--- config.mk ---
export PLATFORM = sky130hd
export DESIGN_NAME = gcd_issue
export DESIGN_NICKNAME = d
export VERILOG_FILES = /design/src/rtl/gcd_issue.sv
export SDC_FILE = /design/constraint.sdc
export NUM_CORES = 1
export LEC_CHECK = 0
export CELL_PAD_IN_SITES_DETAIL_PLACEMENT = 1
export CELL_PAD_IN_SITES_GLOBAL_PLACEMENT = 1
export CORE_AREA = 10 10 83 85
export CTS_CLUSTER_DIAMETER = 150
export DETAILED_ROUTE_END_ITERATION = 12
export DIE_AREA = 0 0 93 95
export PLACE_DENSITY = 0.93
export SYNTH_ARGS = -nofsm -noshare
export SYNTH_HDL_FRONTEND = slang
export SYNTH_SLANG_ARGS = --single-unit
--- constraint.sdc ---
create_clock -name clock -period 3.7 [get_ports clock]
set_clock_uncertainty 0.1 [all_clocks]
set_input_delay 0.555 -clock clock [delete_from_list [all_inputs] [get_ports clock]]
set_output_delay 0.555 -clock clock [all_outputs]
set_load 0.05 [all_outputs]
--- src/rtl/gcd_issue.sv ---
// gcd_issue: front-end sequencer for a GCD controller/datapath pair.
// It accepts an operand pair and resolves zero operands locally.
// Otherwise it resets the core, drives A then B on the shared operand bus,
// waits for done under a watchdog, and returns the result (or a timeout
// error) over an output valid/ready handshake.
module gcd_issue #(
  parameter int WIDTH      = 8,
  parameter int TIMEOUT    = 1023,
  parameter int CLR_CYCLES = 2
) (
  input  logic             clock,
  input  logic             reset_n,
  input  logic             in_valid,
  output logic             in_ready,
  input  logic [WIDTH-1:0] in_a,
  input  logic [WIDTH-1:0] in_b,
  output logic             out_valid,
  input  logic             out_ready,
  output logic [WIDTH-1:0] out_gcd,
  output logic             out_err,
  output logic             core_rst_n,
  output logic             core_start,
  output logic [WIDTH-1:0] core_data,
  input  logic             core_done,
  input  logic [WIDTH-1:0] core_result
);

  localparam int WD_W   = $clog2(TIMEOUT + 1);
  // The phase counter covers both the CLEAR hold and the 2-cycle issue slots.
  localparam int PH_MAX = (CLR_CYCLES > 2) ? CLR_CYCLES : 2;
  localparam int PH_W   = (PH_MAX > 1) ? $clog2(PH_MAX) : 1;

  localparam logic [PH_W-1:0] CLR_LAST   = PH_W'(CLR_CYCLES - 1);
  localparam logic [PH_W-1:0] ISSUE_LAST = PH_W'(1);
  localparam logic [WD_W-1:0] WD_LAST    = WD_W'(TIMEOUT - 1);

  typedef enum logic [2:0] {
    S_IDLE,
    S_CLEAR,
    S_ISSUE_A,
    S_ISSUE_B,
    S_WAIT
  } state_t;

  state_t            state_q, state_d;
  logic [PH_W-1:0]   phase_q, phase_d;
  logic [WD_W-1:0]   wd_q, wd_d;
  logic [WIDTH-1:0]  op_a_q, op_a_d;
  logic [WIDTH-1:0]  op_b_q, op_b_d;
  logic              res_load;
  logic [WIDTH-1:0]  res_gcd;
  logic              res_err;
  logic              accept;

  // At most one operation in flight: new pairs wait until the result drains.
  assign in_ready = (state_q == S_IDLE) && !out_valid;
  assign accept   = in_valid && in_ready;

  // The core stays in reset while the block is in reset and during CLEAR.
  assign core_rst_n = reset_n && (state_q != S_CLEAR);

  // Next-state, counter and result-load decode.
  always_comb begin
    // NOTE: every signal gets a default first so no path can infer a latch.
    state_d    = state_q;
    phase_d    = phase_q;
    wd_d       = wd_q;
    op_a_d     = op_a_q;
    op_b_d     = op_b_q;
    res_load   = 1'b0;
    res_gcd    = '0;
    res_err    = 1'b0;
    core_start = 1'b0;
    core_data  = '0;

    unique case (state_q)
      S_IDLE: begin
        if (accept) begin
          op_a_d = in_a;
          op_b_d = in_b;
          if ((in_a == '0) || (in_b == '0)) begin
            // gcd(x, 0) = x, and gcd(0, 0) is reported as 0.
            res_load = 1'b1;
            res_gcd  = in_a | in_b;
          end else begin
            state_d = S_CLEAR;
            phase_d = '0;
          end
        end
      end

      S_CLEAR: begin
        if (phase_q == CLR_LAST) begin
          state_d = S_ISSUE_A;
          phase_d = '0;
        end else begin
          phase_d = phase_q + PH_W'(1);
        end
      end

      S_ISSUE_A: begin
        core_data  = op_a_q;
        core_start = (phase_q == '0);
        if (phase_q == ISSUE_LAST) begin
          state_d = S_ISSUE_B;
          phase_d = '0;
        end else begin
          phase_d = phase_q + PH_W'(1);
        end
      end

      S_ISSUE_B: begin
        core_data = op_b_q;
        if (phase_q == ISSUE_LAST) begin
          state_d = S_WAIT;
          phase_d = '0;
          wd_d    = '0;
        end else begin
          phase_d = phase_q + PH_W'(1);
        end
      end

      S_WAIT: begin
        core_data = op_b_q;
        // done takes priority over a watchdog expiry in the same cycle.
        if (core_done) begin
          res_load = 1'b1;
          res_gcd  = core_result;
          state_d  = S_IDLE;
        end else if (wd_q == WD_LAST) begin
          res_load = 1'b1;
          res_err  = 1'b1;
          state_d  = S_IDLE;
        end else begin
          wd_d = wd_q + WD_W'(1);
        end
      end

      default: state_d = S_IDLE;
    endcase
  end

  // State, counters and operand registers.
  always_ff @(posedge clock or negedge reset_n) begin
    if (!reset_n) begin
      state_q <= S_IDLE;
      phase_q <= '0;
      wd_q    <= '0;
      op_a_q  <= '0;
      op_b_q  <= '0;
    end else begin
      // NOTE: non-blocking assignments so all registers update from pre-edge values.
      state_q <= state_d;
      phase_q <= phase_d;
      wd_q    <= wd_d;
      op_a_q  <= op_a_d;
      op_b_q  <= op_b_d;
    end
  end

  // Result register: hold until the consumer takes it; reset drops it.
  always_ff @(posedge clock or negedge reset_n) begin
    if (!reset_n) begin
      out_valid <= 1'b0;
      out_gcd   <= '0;
      out_err   <= 1'b0;
    end else if (res_load) begin
      out_valid <= 1'b1;
      out_gcd   <= res_gcd;
      out_err   <= res_err;
    end else if (out_valid && out_ready) begin
      out_valid <= 1'b0;
    end
  end

endmodule

Word level (Yosys, flattened, before mapping)
Index checks and enable logic that the tools add are counted.

Latch bits: 0. Bits in writable memories: 0. Input bits: 29. Memories: 0. Logic and storage cells: 75. Memory bits (read-only): 0. Register bits: 40. Output and inout port bits: 21.

Reductions and logical operators: 18. Eq/ne operators: 14. Shift-type cells: 0. Multiply operators: 0. Multiplexer cells: 31. $add $sub $neg: 2. $lt $le $gt $ge: 0. Bitwise gates (word level): 2. Div/mod/pow operators: 0.

Operators with widths (count): case mux 8 bit (2 select lines) (2); two-way mux 10 bit (3); two-way mux 8 bit (3); two-way mux 3 bit (7); case mux 10 bit (2 select lines) (1); zero test 8 bit (2); case mux 3 bit (5 select lines) (1); inequality test 2 bit (second input constant) (7); two-way mux 1 bit (12); adder 10 x 1 -> 10 bit (second input constant) (1); == test 10 bit (second input constant) (1); OR 8 bit (1); == test 3 x 2 -> 1 bit (second input constant) (2); AND reduction 6 bit (1); nonzero test 2 bit (3); logical AND 1 bit (4); case mux 1 bit (2 select lines) (2); AND reduction 4 bit (1); == test 3 x 1 -> 1 bit (second input constant) (1); == test 3 bit (second input constant) (1); zero test 3 bit (1); inequality test 3 x 1 -> 1 bit (second input constant) (1); inequality test 3 bit (second input constant) (1); AND reduction 3 bit (1); 7 further kinds (7).

Depth between registers and ports, before layout
Gate-level depths: netlist (run 1).

Word-level depth: 6. Mapped depth: 8. Gate-level depth less buffers: 7.

Worst setup path after synthesis (run 1)
No wires, ideal clock.

Path kind: reg-to-output. Start: reg state_q[0]. End: out in_ready. Cell stages (with the launch flop): 4. Data required time: 3.045 ns. Buffers on the path: 2. Arrival time: 2.277 ns. Path slack: 0.768 ns. Cells stage by stage: dfrtp_1 -> buf_6 -> clkbuf_1 -> nor4_1.

Longest elaborated chain between the ends: 2.

RTL lines: from (decl) (RTL line 45) `state_t state_q, state_d;`; from (signal assigned) (RTL line 153) `state_q <= state_d;`; zero test 3 bit (RTL line 56) `assign in_ready = (state_q == S_IDLE) && !out_valid;`; logical AND 1 bit (RTL line 56); to (decl) (RTL line 14) `output logic in_ready,`.

No other way between the ends.

Final worst setup path (run 1)
Start: reg state_q[2]. End: out core_data[2].

Longest elaborated chain between the ends: 3. Elaborated cells on any way between the ends: 5. Classes of those cells: 3 x eq/ne; 1 x mux; 1 x reduce/logical.

RTL lines: == test 3 bit / == test 3 x 2 -> 1 bit (equally long branches) (RTL line 76) `unique case (state_q)`; OR reduction 2 bit (no line); case mux 8 bit (2 select lines) (*) (RTL line 76); to (decl) (RTL line 23) `output logic [WIDTH-1:0] core_data,`.

Every way passes the cells marked *; elsewhere a longest branch is shown, timed or not.

==> impl_metrics.env, run 1 <==
export IMPL_period_needed_ps=3200
export IMPL_post_drt_wl_per_cell_um=18.8
export IMPL_setup_violations=0
export IMPL_cts_setup_buffers=0
export IMPL_cts_buffers=5
export IMPL_hold_path_class="primary input to async pin"
export IMPL_timing_hold_ws_ps=250
export IMPL_yosysTopAreaCell="dfrtp_1"
export IMPL_die_x_um=93
export IMPL_grt_use_total_pct=14.0
export IMPL_fin_crit_sh_pct=86.5
export IMPL_slew_headroom_pct=39.8
export IMPL_antenna_cells=0
export IMPL_worstSetupPathType="flip-flop to output port"
export IMPL_io_pins=50
export IMPL_synth_common_cells="40 x dfrtp_1, 21 x nand2_1, 21 x nor2_1, 14 x nand3_1, 10 x mux2_1"
export IMPL_fp_coreArea_mm2=0.00534
export IMPL_irDropWorstVdd_mv=0.501
export IMPL_postCtsHoldBufs=0
export IMPL_drt_total_wl_um=6050
export IMPL_ant_nets=0
export IMPL_first_iter_violations=84
export IMPL_row_count=27
export IMPL_initial_core_util_pct=39.7
export IMPL_drv_cap=0
export IMPL_synth_most_common_cell="dfrtp_1"
export IMPL_synth_flop_cell="dfrtp_1"
export IMPL_tightestPinTransition_ps=902
export IMPL_drive_above_1_share_pct=14.5
export IMPL_status="complete, no violations"
export IMPL_startpoint_type="flip-flop"
export IMPL_synth_area_mm2=0.00212
export IMPL_drc=0
export IMPL_rsz0062_at_grt="false"
export IMPL_root_buffer="clkbuf_8"
export IMPL_hold_viol_final=0
export IMPL_place_gp_congestion=0.763
export IMPL_grt_remaining_overflow=0
export IMPL_grt_max_degree=41
export IMPL_port_buffers=49
export IMPL_ys_seq_elements=40
export IMPL_tns_ps=0
export IMPL_synth_edf_count=0
export IMPL_synth_cell_type_count=42
export IMPL_required_ps=3040
export IMPL_insertion_delay_ps=290
export IMPL_area_growth_pct=31.3
export IMPL_grt_pass1_wl_um=9740
export IMPL_syn_avg_cell_area_um2=10.7
export IMPL_rr_worst_depth=6
export IMPL_fin_nets=279
export IMPL_clock_path_buffers=2
export IMPL_htreeDepth=2
export IMPL_hpwl_um=4560
export IMPL_cts_sinks=40
export IMPL_antenna_found_initial=0
export IMPL_clkSlewWorstSetupHoldPaths_ps=80
export IMPL_p_per_area_mw_per_mm2=853
export IMPL_max_freq_mhz=312
export IMPL_synth_top_area_share_pct=47.2
export IMPL_cts_tree="yes"
export IMPL_synth_net_count=229
export IMPL_die_y_um=95
export IMPL_endpoint_kind="output port"
export IMPL_synthCells=198
export IMPL_grt_pass1_vias=1853
export IMPL_leakage_nw=1.15
export IMPL_first_pass_iters=4
export IMPL_cp_max_fo=9
export IMPL_ys_seq_area_share_pct=47.2
export IMPL_vias=1735
export IMPL_slew_viol_final=0
export IMPL_dieArea_mm2=0.00884
export IMPL_ys_async_sr_fraction_pct=100
export IMPL_vias_per_cell=5.40
export IMPL_synth_warnings=0
export IMPL_ys_top_cells_by_area="dfrtp_1 47%, mux2_1 5.3%, o211ai_2 4.7%, mux2i_1 4.3%, nand2_1 3.7%"
export IMPL_crit_arrival_ps=2550
export IMPL_ctsResizeCount=0
==> registers in the layout, indices dropped and copies added, names as in the netlist <==
name / count
wd_q: 10
op_a_q: 8
op_b_q: 8
out_gcd: 8
state_q: 3
out_err: 1
out_valid: 1
phase_q: 1
==> path summary, 6_finish.rpt <==
check                            from           end  slack, ps
setup / recovery           state_q[2]  core_data[2]        500
hold / removal                reset_n       wd_q[3]        250
setup reg to reg           state_q[2]    out_gcd[0]       1350
hold reg to reg             op_a_q[0]     op_a_q[0]        400
max in group asynchronous     reset_n     op_a_q[3]       2870
min in group clock          op_a_q[0]     op_a_q[0]        400
==> cells by family (layout without fill, tap and decap cells) <==
family	after synthesis	in the layout	share of synthesized area, %
compound gates	34	34	13.7
xor+xnor	6	6	2.48
fa+ha+maj	2	2	1.18
buf+inv	13	64	3.72
flops	40	40	47.2
mux	25	25	12.8
simple gates	78	78	18.9
==> power breakdown <==
part,internal (W),switching (W)
Combinational,0.000469,0.000773
Clock,0.000238,0.000158
Sequential,0.000600,0.000135
==> metrics by stage <==
step                util (%)  total power, W  instance area, um2  worst slack, ps  std cells
finish                  52.2         0.00237                2780              498        321
global route            52.2         0.00251                2780              331        321
CTS                     52.2         0.00240                2780              517        321
detailed placement      49.8         0.00200                2660              874        313
global placement        49.8         0.00195                2660              926        313
floorplan                  -         0.00159                2120              768        198
==> metal layers <==
layer,global-route usage (%),wire (um),up-vias,part of all wire [%]
met5,0,0,-,0
met4,4.88,81,0,1.3
met3,3.97,318,8,5.3
met2,23.8,3050,34,50
met1,16.5,2600,888,43
li1,-,-,805,-
==> worst max-delay path, stage by stage (launching register included) <==
cell             delay, ps
dfrtp_1                510
nor3b_2                440
buf_4                  240
nand2_1                 60
o21ai_0                130
clkdlybuf4s50_1        870
==> placed cells by master (no fill, tap or decap), drive strengths merged, types with 3 or more instances in the layout <==
cell type / count
clkdlybuf4s50: 48
dfrtp: 40
nand2: 21
nor2: 21
mux2: 16
nand3: 15
o21ai: 12
mux2i: 9
o211ai: 8
clkbuf: 7
a21oi: 5
buf: 5
or4: 4
xor2: 4
inv: 3
or3: 3
==> area by class of cell <==
cell class | count | area [um2]
Fill cell | 608 | 2550
Clock buffer | 7 | 96.3
Sequential cell | 40 | 1000
Timing Repair Buffer | 53 | 515
Clock inverter | 1 | 30.0
Inverter | 3 | 11.3
Multi-Input combinational cell | 145 | 1040
Tap cell | 72 | 90.1
No activity file was read; power rests on OpenSTA's default activity.
==> run 2, diff against run 1 <==
==> constraint.sdc (replaced) <==
create_clock -name clock -period 3.9 [get_ports clock]
set_clock_uncertainty 0.1 [all_clocks]
set_input_delay 0.585 -clock clock [delete_from_list [all_inputs] [get_ports clock]]
set_output_delay 0.585 -clock clock [all_outputs]
set_load 0.05 [all_outputs]
==> impl_metrics.env, run 2 (synthesis results as in run 1) <==
export IMPL_first_pass_iters=4
export IMPL_hold_path_class="primary input to async pin"
export IMPL_startpoint_type="flip-flop"
export IMPL_fin_crit_sh_pct=86.4
export IMPL_p_per_area_mw_per_mm2=789
export IMPL_r2r_slack_ps=1350
export IMPL_drv_cap=0
export IMPL_crit_path_cell_trace="nor3b_2 -> nand2_1 -> o21ai_1 -> clkdlybuf4s50_1"
export IMPL_vias_per_cell=5.38
export IMPL_clock_path_buffers=2
export IMPL_grt_use_total_pct=14.6
export IMPL_cts_tree="yes"
export IMPL_die_y_um=95
export IMPL_postCtsHoldBufs=0
export IMPL_period_needed_ps=3370
export IMPL_cts_setup_buffers=0
export IMPL_layout_common_cells="48 x clkdlybuf4s50_1, 40 x dfrtp_1, 21 x nand2_1, 21 x nor2_1, 14 x nand3_1"
export IMPL_fillers=619
export IMPL_area_growth_pct=29.3
export IMPL_cpMaxStageDelayCell="clkdlybuf4s50_1"
export IMPL_io_pins=50
export IMPL_antenna_found_initial=0
export IMPL_tns_ps=0
export IMPL_crit_arrival_ps=2680
export IMPL_root_buffer="clkbuf_8"
export IMPL_vias=1720
export IMPL_final_util_pct=51.3
export IMPL_ant_nets=0
export IMPL_post_drt_wl_per_cell_um=19.5
export IMPL_slowest_delay_ps=850
export IMPL_hpwl_um=4690
export IMPL_required_ps=3210
export IMPL_cts_sinks=40
export IMPL_rsz0062_at_grt="false"
export IMPL_first_iter_violations=95
export IMPL_ctsResizeCount=0
export IMPL_die_x_um=93
export IMPL_multi_input_area_mm2=0.00104
export IMPL_row_count=27
export IMPL_initial_core_util_pct=39.7
export IMPL_setup_violations=0
export IMPL_pre_cts_ws_ps=906
export IMPL_endpoint_kind="output port"
export IMPL_status="complete, no violations"
export IMPL_irDropWorstVdd_mv=0.361
export IMPL_max_freq_mhz=297
export IMPL_cts_buffers=5
export IMPL_fin_ws_ps=532
export IMPL_slew_headroom_pct=38.9
export IMPL_worstSetupPathType="flip-flop to output port"
export IMPL_port_buffers=49
export IMPL_drc=0
export IMPL_top_register="wd_q"
export IMPL_dieArea_mm2=0.00884
export IMPL_htreeDepth=2
export IMPL_drt_total_wl_um=6240
export IMPL_drive_above_1_share_pct=13.3
export IMPL_final_seq_area_mm2=0.00100
export IMPL_grt_max_degree=41
export IMPL_cp_max_fo=12
export IMPL_cp_num_buf_inv=1
export IMPL_hold_viol_final=0
export IMPL_grt_pass1_vias=1973
export IMPL_grt_pass1_wl_um=10200
export IMPL_insertion_delay_ps=290
export IMPL_clkSlewWorstSetupHoldPaths_ps=80
export IMPL_place_gp_congestion=0.761
export IMPL_slew_viol_final=0
export IMPL_final_common_cell="clkdlybuf4s50_1"
export IMPL_fp_coreArea_mm2=0.00534
export IMPL_grt_remaining_overflow=0
export IMPL_leakage_nw=1.13
export IMPL_largest_reg_flops=10
export IMPL_antenna_cells=0
export IMPL_tightestPinTransition_ps=916
export IMPL_fin_nets=278
export IMPL_cp_top_family="simple AND/OR/NAND/NOR gates"
## run 2: where the power goes
part | internal, W | total [W] | leakage [nW] | switching (W)
clock network | 0.000144 | 0.000283 | 0.0455 | 0.000139
logic | 0.000443 | 0.00118 | 0.575 | 0.000736
registers | 0.000570 | 0.000700 | 0.507 | 0.000130
## run 2: final cells by class
type | count | share of cell area, %
Inverter | 3 | 0.411
Timing Repair Buffer | 52 | 18.5
Sequential cell | 40 | 36.5
Multi-Input combinational cell | 145 | 37.9
Clock buffer | 8 | 3.29
Tap cell | 72 | 3.29
## run 2: layer usage
metal  wire [um]  up-vias  share of wire (%)  track usage [%]
met2        3200       34                 51             25.6
met4         111        0                1.8             5.40
met5           0        -                  0                0
met3         311       10                5.0             4.44
met1        2620      864                 42             16.2
li1            -      812                  -                -
## run 2: per-stage QoR
stage,hold WS (ps),power (W),area [um2],std cells
after floorplan,189,0.00151,2120,198
after global placement,373,0.00184,2650,312
after detailed placement,383,0.00189,2650,312
after CTS,277,0.00218,2740,320
after global routing,300,0.00228,2740,320
final,247,0.00216,2740,320
## run 2: worst paths after layout
| kind | from | to | depth (start not counted) |
|---|---|---|---|
| setup / recovery | state_q[1] | core_data[7] | 4 |
| hold / removal | reset_n | wd_q[7] | 2 |
| setup reg to reg | state_q[1] | out_gcd[2] | 5 |
| hold reg to reg | op_a_q[2] | op_a_q[2] | 1 |
| max in group asynchronous | reset_n | op_b_q[1] | 2 |
| min in group clock | op_a_q[2] | op_a_q[2] | 1 |
## run 2: worst reg2reg max path, cell delays in order, from the launching register on
cell and delay (ps):
dfrtp_1 490, nor3b_2 750, and2_1 510, a31oi_2 210, nand3_1 250, o211ai_2 100
==> run 3, diff against run 2 <==
--- a/config.mk
+++ b/config.mk
@@ -11,6 +11,7 @@
 export CTS_CLUSTER_DIAMETER = 150
 export DETAILED_ROUTE_END_ITERATION = 12
 export DIE_AREA = 0 0 93 95
+export GPL_ROUTABILITY_DRIVEN = 0
 export PLACE_DENSITY = 0.93
 export SYNTH_ARGS = -nofsm -noshare
 export SYNTH_HDL_FRONTEND = slang
==> results of run 3 <==
Final layout, timing and power as in run 2 (identical DEF).
==> variant, RTL diff (flow settings as in run 3) <==
Change the parameter `TIMEOUT` from 1023 to 511.
--- a/src/rtl/gcd_issue.sv
+++ b/src/rtl/gcd_issue.sv
@@ -5,7 +5,7 @@
 // error) over an output valid/ready handshake.
 module gcd_issue #(
   parameter int WIDTH      = 8,
-  parameter int TIMEOUT    = 1023,
+  parameter int TIMEOUT    = 511,
   parameter int CLR_CYCLES = 2
 ) (
   input  logic             clock,
Formal check against the unedited RTL: same outputs for any inputs over 10 cycles, from zero or initial values and one cycle with reset_n low; that may be too few to reach the edited logic, so the function may still have changed.
==> variant against run 3 <==
Design area is 3.7% lower. Power is 0.76% higher. Non-clock buffer count is 1 lower. Core utilization is 1.9 points lower. Routed wire length is 7.7% lower. Sequential cell count is 1 lower. Synthesized area is 4.9% lower. Worst setup slack better by 0.19 ns. Register-to-register slack better by 0.29 ns. Count of clock-buffer cells in the layout is 2 lower. First-iteration DRC count is 5.3% higher. Global-route usage is 0.53 points lower. Hold slack better by 0.019 ns. Critical endpoint is now core_data[4]. Highest routed layer unchanged.
==> variant: results <==
set metrics [dict create \
    post-place-ws_ns 1.050 \
    clk_latency_ns 0.29 \
    outcome "completed" \
    grt_pass1_wl_mm 9.770 \
    synth_commonest_cells "dfrtp_1, nand2_1, nor2_1" \
    worst-path-max-fanout 10 \
    crit_path_max_incr_delay_ns 0.86 \
    drtIter0Drc 100 \
    routedWlPerCell_microns 18.12 \
    postCtsSetupBuffers 0 \
    ys_warn_count 0 \
    grt_use_total 0.1403 \
    grt_antenna_before_repair 0 \
    largest_register "wd_q" \
    port_buffers 49 \
    grt_pass1_vias 1877 \
    synth_cell_type_count 39 \
    postCtsResizedCells 0 \
    num_antenna_cells 0 \
    path_clk_slew_ns 0.07 \
    crit_family "buffers and inverters" \
    yosysMostFrequentCell "dfrtp_1" \
    relSlewSlack 0.5335 \
    root_buffer "clkbuf_8" \
    holdCritPathClass "in -> async" \
    power.leakage_nw 1.079 \
    postSynth.asyncResetShare 1.000 \
    numCtsBuffers 5 \
    cp_data_arrival_time_ns 2.50 \
    grt_max_degree 40 \
    yosysSeqAreaShare 0.4842 \
    r2r-end "out_err" \
    cts-htree-levels 2 \
    ff2ff_path_depth 6 \
    drive_above_1_share 0.1301 \
    p_switching_w 0.001003 \
    ir_worst_vdd_v 0.0003686 \
    syn-num-nets 230 \
    cp_slowest_cell "clkdlybuf4s50_1" \
    fin_crit_sh 0.8155 \
    largest_reg_flops 9 \
    grtUsageMet3 0.03013 \
    clock_path_buffers 2 \
    reg2reg_slack_ns 1.64 \
    use_met1 0.1701 \
    critPathLaunch "state_q[1]" \
    met2_usage 0.2418 \
    r2r-start "state_q[0]" \
    nets 277 \
    vias 1671 \
    dpl.hpwl_mm 4.331 \
    dr.pass1.iters 4 \
    endpoint "core_data[4]" \
    finalHoldViolCount 0 \
    synth_top_cells_by_area "dfrtp_1, mux2_2, nand2_1" \
]
[variant: area by class of cell]
class,instances,area (sq um)
Fill cell,636,2698
Multi-Input combinational cell,147,978.4
Sequential cell,39,975.9
Timing Repair Buffer,51,500.5
Tap cell,72,90.09
Clock buffer,6,82.58
Inverter,2,7.507
Clock inverter,1,5.005
[variant: power by group through the flow]
stage	registers [W]	logic, W	clock network, W
floorplan	0.000821	0.000708	0
global placement	0.000726	0.00114	0
detailed placement	0.000742	0.00117	0
CTS	0.000735	0.00118	0.000290
global route	0.000764	0.00125	0.000303
finish	0.000737	0.00116	0.000279
[variant: cells by family (layout without fill, tap and decap cells)]
| family | Yosys count | in the layout | synth area share |
|---|---|---|---|
| and+or+nand+nor | 79 | 79 | 0.1986 |
| DFF | 39 | 39 | 0.4842 |
| muxes | 24 | 24 | 0.1291 |
| buffers and inverters | 13 | 60 | 0.03042 |
| adders and majority gates | 2 | 2 | 0.01241 |
| AOI/OAI and AO/OA | 35 | 35 | 0.1148 |
| xor gates and xnor gates | 7 | 7 | 0.03042 |
[variant: layer usage]
| metal | up-vias | routed length [microns] |
|---|---|---|
| met5 | - | 0 |
| li1 | 797 | - |
| met4 | 0 | 77 |
| met1 | 834 | 2556 |
| met3 | 6 | 201 |
| met2 | 34 | 2928 |
[variant: stage by stage]
stage | instances | cell area [sq um] | hold WS (ns) | utilization | power, W
3_5_place_dp | 311 | 2552 | 0.3840 | 0.4782 | 0.001915
4_1_cts | 318 | 2640 | 0.2856 | 0.4946 | 0.002202
5_1_grt | 318 | 2640 | 0.3175 | 0.4946 | 0.002315
2_1_floorplan | 199 | 2016 | 0.1894 | - | 0.001528
3_3_place_gp | 311 | 2552 | 0.3769 | 0.4782 | 0.001866
6_report | 318 | 2640 | 0.2669 | 0.4946 | 0.002178
